File: src/rtl/seq_shifter_if.sv
// rtl/seq_shifter_if.sv - start/busy/done handshake bundle for the multi-cycle shifter
interface seq_shifter_if #(
  parameter int WIDTH = 16,
  parameter int AMTW  = 4
);
  logic             start;
  logic [2:0]       mode;
  logic [WIDTH-1:0] in;
  logic [AMTW-1:0]  amt;
  logic [WIDTH-1:0] sout;
  logic             carry;
  logic             busy;
  logic             done;

  // controller side: issues requests, observes result and status
  modport master (
    output start, mode, in, amt,
    input  sout, carry, busy, done
  );

  // shifter side
  modport slave (
    input  start, mode, in, amt,
    output sout, carry, busy, done
  );
endinterface

File: src/rtl/seq_shifter.sv
// rtl/seq_shifter.sv - multi-cycle logical/arithmetic/rotate shifter, one bit per clock
module seq_shifter #(
  parameter int WIDTH = 16,
  parameter int AMTW  = 4
) (
  input  logic        clk,
  input  logic        reset,
  seq_shifter_if.slave bus
);

  typedef enum logic [1:0] {IDLE, SHIFT, DONE} state_t;

  localparam logic [2:0] MODE_LSL = 3'b001;
  localparam logic [2:0] MODE_LSR = 3'b010;
  localparam logic [2:0] MODE_ASR = 3'b011;
  localparam logic [2:0] MODE_ROL = 3'b100;
  localparam logic [2:0] MODE_ROR = 3'b101;

  state_t           state;
  logic [2:0]       mode_q;
  logic [AMTW-1:0]  count;
  logic [WIDTH-1:0] sout_q;
  logic             carry_q;
  logic             busy_q;
  logic             done_q;
  logic             shifting_mode;

  // pass and the two reserved encodings complete without any shifting
  assign shifting_mode = (bus.mode == MODE_LSL) || (bus.mode == MODE_LSR) ||
                         (bus.mode == MODE_ASR) || (bus.mode == MODE_ROL) ||
                         (bus.mode == MODE_ROR);

  assign bus.sout  = sout_q;
  assign bus.carry = carry_q;
  assign bus.busy  = busy_q;
  assign bus.done  = done_q;

  // control FSM and datapath: capture on start, shift once per cycle, pulse done
  always_ff @(posedge clk or posedge reset) begin
    if (reset) begin
      state   <= IDLE;
      mode_q  <= 3'b000;
      count   <= '0;
      sout_q  <= '0;
      carry_q <= 1'b0;
      busy_q  <= 1'b0;
      done_q  <= 1'b0;
    end else begin
      case (state)
        IDLE: begin
          done_q <= 1'b0;
          busy_q <= 1'b0;
          if (bus.start) begin
            sout_q  <= bus.in;
            carry_q <= 1'b0;
            mode_q  <= bus.mode;
            count   <= bus.amt;
            busy_q  <= 1'b1;
            if (bus.amt == '0 || !shifting_mode) begin
              state  <= DONE;
              done_q <= 1'b1;
            end else begin
              state <= SHIFT;
            end
          end
        end
        SHIFT: begin
          case (mode_q)
            MODE_LSL: begin
              sout_q  <= {sout_q[WIDTH-2:0], 1'b0};
              carry_q <= sout_q[WIDTH-1];
            end
            MODE_LSR: begin
              sout_q  <= {1'b0, sout_q[WIDTH-1:1]};
              carry_q <= sout_q[0];
            end
            MODE_ASR: begin
              sout_q  <= {sout_q[WIDTH-1], sout_q[WIDTH-1:1]};
              carry_q <= sout_q[0];
            end
            MODE_ROL: begin
              sout_q  <= {sout_q[WIDTH-2:0], sout_q[WIDTH-1]};
              carry_q <= sout_q[WIDTH-1];
            end
            MODE_ROR: begin
              sout_q  <= {sout_q[0], sout_q[WIDTH-1:1]};
              carry_q <= sout_q[0];
            end
            default: begin
              sout_q  <= sout_q;
              carry_q <= carry_q;
            end
          endcase
          count <= count - 1'b1;
          if (count == {{(AMTW-1){1'b0}}, 1'b1}) begin
            state  <= DONE;
            done_q <= 1'b1;
          end
        end
        DONE: begin
          state  <= IDLE;
          done_q <= 1'b0;
          busy_q <= 1'b0;
        end
        default: begin
          state  <= IDLE;
          done_q <= 1'b0;
          busy_q <= 1'b0;
        end
      endcase
    end
  end

endmodule

File: src/flat_wrapper.sv
// flat-port wrapper written by rule: the top's interface ports become plain ports
module seq_shifter_flat 
#(
  parameter int WIDTH = 16,
  parameter int AMTW  = 4
)
  (clk, reset, bus_start, bus_mode, bus_in, bus_amt, bus_sout, bus_carry, bus_busy, bus_done);
  seq_shifter_if #(.WIDTH(WIDTH), .AMTW(AMTW)) bus_i ();
  input  logic clk;
  input  logic reset;
  input wire logic [$bits(bus_i.start)-1:0] bus_start;
  input wire logic [$bits(bus_i.mode)-1:0] bus_mode;
  input wire logic [$bits(bus_i.in)-1:0] bus_in;
  input wire logic [$bits(bus_i.amt)-1:0] bus_amt;
  output wire logic [$bits(bus_i.sout)-1:0] bus_sout;
  output wire logic [$bits(bus_i.carry)-1:0] bus_carry;
  output wire logic [$bits(bus_i.busy)-1:0] bus_busy;
  output wire logic [$bits(bus_i.done)-1:0] bus_done;
  assign bus_i.start = bus_start;
  assign bus_i.mode = bus_mode;
  assign bus_i.in = bus_in;
  assign bus_i.amt = bus_amt;
  assign bus_sout = bus_i.sout;
  assign bus_carry = bus_i.carry;
  assign bus_busy = bus_i.busy;
  assign bus_done = bus_i.done;
  seq_shifter #(.WIDTH(WIDTH), .AMTW(AMTW)) u_core (.clk(clk), .reset(reset), .bus(bus_i));
endmodule
File: config.mk
export PLATFORM = sky130hd
export DESIGN_NAME = seq_shifter_flat
export DESIGN_NICKNAME = d
export VERILOG_FILES = /design/src/rtl/seq_shifter_if.sv /design/src/rtl/seq_shifter.sv /design/src/flat_wrapper.sv
export SDC_FILE = /design/constraint.sdc
export NUM_CORES = 1
export LEC_CHECK = 0
export CAP_MARGIN = 20
export CORE_MARGIN = 4
export CORE_UTILIZATION = 40
export CTS_BUF_LIST = sky130_fd_sc_hd__clkbuf_16
export DETAILED_ROUTE_END_ITERATION = 6
export GPL_ROUTABILITY_DRIVEN = 0
export PLACE_DENSITY = 0.66
export SYNTH_ARGS = -nofsm -noshare
export SYNTH_HDL_FRONTEND = slang
export SYNTH_SLANG_ARGS = --single-unit
File: constraint.sdc
create_clock -name clk -period 2.67 [get_ports clk]
set_clock_uncertainty 0.2 [all_clocks]
set_input_delay 0.6675 -clock clk [delete_from_list [all_inputs] [get_ports clk]]
set_output_delay 0.6675 -clock clk [all_outputs]
set_load 0.02 [all_outputs]
==> flow_metrics.py <==
metrics = {
    "synthesis": {
        "synth_top_flop_cell": "dfrtp_1",
        "synth_most_common_cell": "a21oi_1",
        "synth_area_per_cell_um2": 9.35,
        "yosysWarningCount": 0,
        "async_flop_share_pct": 100,
        "synth_cells": 214,
        "ys_seq_area_share_pct": 35.0,
        "ys_types": 35,
        "synthTopCellsByCount": "30 x a21oi_1, 28 x dfrtp_1, 21 x nand2_1",
        "synth_top_area_share_pct": 35.0,
        "synth_nets": 242,
        "yosys_register_bits": 28,
        "synth_edf_count": 0,
        "ys_top_cells_by_area": "dfrtp_1 35%, mux2_2 10%, a21oi_1 7.5%",
        "yosysTopAreaCell": "dfrtp_1",
        "synthesis.area_um2": 2000,
    },
    "timing": {
        "fmaxAchievable_mhz": 447,
        "finalSetupViolCount": 0,
        "rsz0062_at_grt": "no",
        "period_needed_ns": 2.24,
        "max_slew_margin_pct": 63.1,
        "fin_crit_sh_pct": 83.7,
        "worst-slew-pin-transition_ns": 0.554,
        "setup_ws_ns": 0.434,
        "hold_viol_final": 0,
        "drv_slew": 0,
        "fin_setup_tns_ns": 0,
    },
    "power": {
        "vdd_drop_max_uv": 607,
        "p_per_area_nw_per_um2": 1350,
        "power_leakage_nw": 1.08,
    },
    "global_route": {
        "antenna_found_initial": 0,
        "grt_pass1_wl_mm": 7.87,
        "grt_max_degree": 31,
        "grt_pass1_vias": 1590,
        "grt_use_total_pct": 15.8,
        "grt_overflow": 0,
    },
    "floorplanning": {
        "die_x_um": 78.7,
        "die_h_um": 78.7,
        "num_rows": 25,
        "ios": 45,
        "start_util_pct": 41.8,
        "core_um2": 4790,
        "die-area_um2": 6200,
    },
    "critical_path": {
        "cp-end-kind": "output port",
        "critPathRequiredTime_ns": 1.80,
        "arrival_ns": 1.37,
        "critPathLaunchType": "register",
        "reg2reg_from": "u_core.mode_q[2]",
        "worst_path_max_delay_cell": "clkdlybuf4s50_1",
        "crit_family": "buffers and inverters",
        "cp_max_fo": 6,
        "path_buf_inv": 1,
        "critical_path_class": "reg2out",
        "reg2reg_depth": 6,
        "r2r_end": "u_core.bus.sout[13]",
        "r2r_setup_slack_ns": 0.58,
        "slowest_delay_ns": 0.65,
        "path_cells": "clkdlybuf4s50_1",
    },
    "clock_network": {
        "cts_sinks": 28,
        "htree_levels": 1,
        "cts_setup_buffers": 0,
        "cts_tree": "done",
        "cts-root-buf": "clkbuf_16",
        "cts.clk_slew.worst_paths_ns": 0.07,
        "cts_buffer_depth": 2,
        "clk_latency_ns": 0.26,
        "postCtsHoldBufs": 0,
        "cts_resized": 0,
        "cts_buffers": 3,
    },
    "place": {
        "dpl_cell_area_um2": 2500,
        "numPortBuffers": 44,
        "place_ws_ns": 0.253,
        "dp_hpwl_mm": 3.40,
        "place_inst": 320,
    },
    "routing": {
        "first_iter_violations": 72,
        "drt-total-wl_mm": 4.66,
        "routedWlPerCell_um": 14.4,
        "ant_nets": 0,
        "vias_per_cell": 5.32,
        "drt_first_pass_iters": 4,
        "vias": 1717,
        "drcViolationCount": 0,
    },
    "run": {
        "maxCapViolCount": 0,
    },
    "min_path": {
        "hold_start": "u_core.bus.carry",
        "min_to": "u_core.bus.carry",
        "hold_path.class": "reg2reg",
        "whs_path_depth": 2,
    },
    "finish": {
        "finalNonFillerCells": 323,
        "final_nets": 286,
        "postLayoutCellArea_um2": 2580,
        "area_delta_synth_final_pct": 28.9,
        "drive_above_1_share_pct": 20.7,
        "n_antenna_cell": 0,
    },
    "status": {
        "status": "complete, no violations",
    },
}
==> worst max path at each step <==
stage                       startpoint                   to  slack (ns)  cells after the start
global placement             bus_start  u_core.bus.sout[14]        0.30                      5
global route                 bus_start  u_core.bus.sout[14]        0.37                      5
detailed placement           bus_start  u_core.bus.sout[14]        0.25                      5
floorplan             u_core.mode_q[0]   u_core.bus.sout[0]        0.95                      6
finish              u_core.bus.sout[0]          bus_sout[0]        0.43                      1
CTS                 u_core.bus.sout[0]          bus_sout[0]        0.42                      1
==> flip-flops by register name (all words and copies together) (netlist names) <==
signal / flops
u_core.bus.busy: 1
u_core.mode_q: 3
u_core.count: 4
u_core.bus.carry: 1
u_core.bus.done: 1
u_core.bus.sout: 16
u_core.state: 2
==> cells in the final DEF, fill, tap and decap left out, types with 3 or more instances in the layout <==
master	count
mux2i_1	14
o22ai_1	4
clkdlybuf4s50_1	44
dfrtp_1	28
o21ai_0	15
nor2b_1	3
mux2_2	18
buf_4	9
nor2_1	5
nand2_1	21
a21oi_1	30
inv_1	5
nand3_1	4
o21a_1	11
o21ai_2	16
clkbuf_16	3
nor2_2	3
==> power by group <==
| part | switching, mW | internal (mW) | leakage (nW) | total (mW) |
|---|---|---|---|---|
| combinational | 1.09 | 1.05 | 0.709 | 2.14 |
| clock | 0.142 | 0.199 | 0.0370 | 0.341 |
| sequential | 0.346 | 0.645 | 0.335 | 0.991 |
==> routing by layer <==
metal | wire (um) | global-route usage, % | vias to the layer above
met3 | 164 | 1.81 | 2
met4 | 24 | 3.67 | 0
li1 | - | - | 875
met1 | 2320 | 23.5 | 803
met5 | 0 | 0 | -
met2 | 2160 | 24.3 | 37
==> kinds of logic (layout without fill, tap and decap cells) <==
| group | Yosys count | after routing | synth area share, % |
|---|---|---|---|
| AO/OA/AOI/OAI | 88 | 88 | 29.6 |
| AND/OR/NAND/NOR | 44 | 44 | 11.1 |
| multiplexers | 32 | 32 | 17.1 |
| flip-flops | 28 | 28 | 35.0 |
| buffers and inverters | 19 | 61 | 5.38 |
| adder cells (fa/ha/maj) | 3 | 3 | 1.75 |
==> layout make-up <==
cell class,count,area (um2)
well taps,67,83.8
repair buffers,53,508
fillers,439,2210
flip-flops and latches,28,701
multi-input cells,167,1190
clock buffers,3,75.1
inverters,5,18.8
==> per-stage QoR <==
| step | total power, mW | utilization [%] | hold WS, ns |
|---|---|---|---|
| 6_report | 3.47 | 53.9 | 0.295 |
| 5_1_grt | 3.78 | 53.9 | 0.321 |
| 4_1_cts | 3.51 | 53.9 | 0.306 |
| 3_5_place_dp | 3.16 | 52.3 | 0.289 |
| 3_3_place_gp | 3.12 | 52.3 | 0.282 |
| 2_1_floorplan | 2.55 | - | 0.336 |
(Power assumes the default switching activity.)
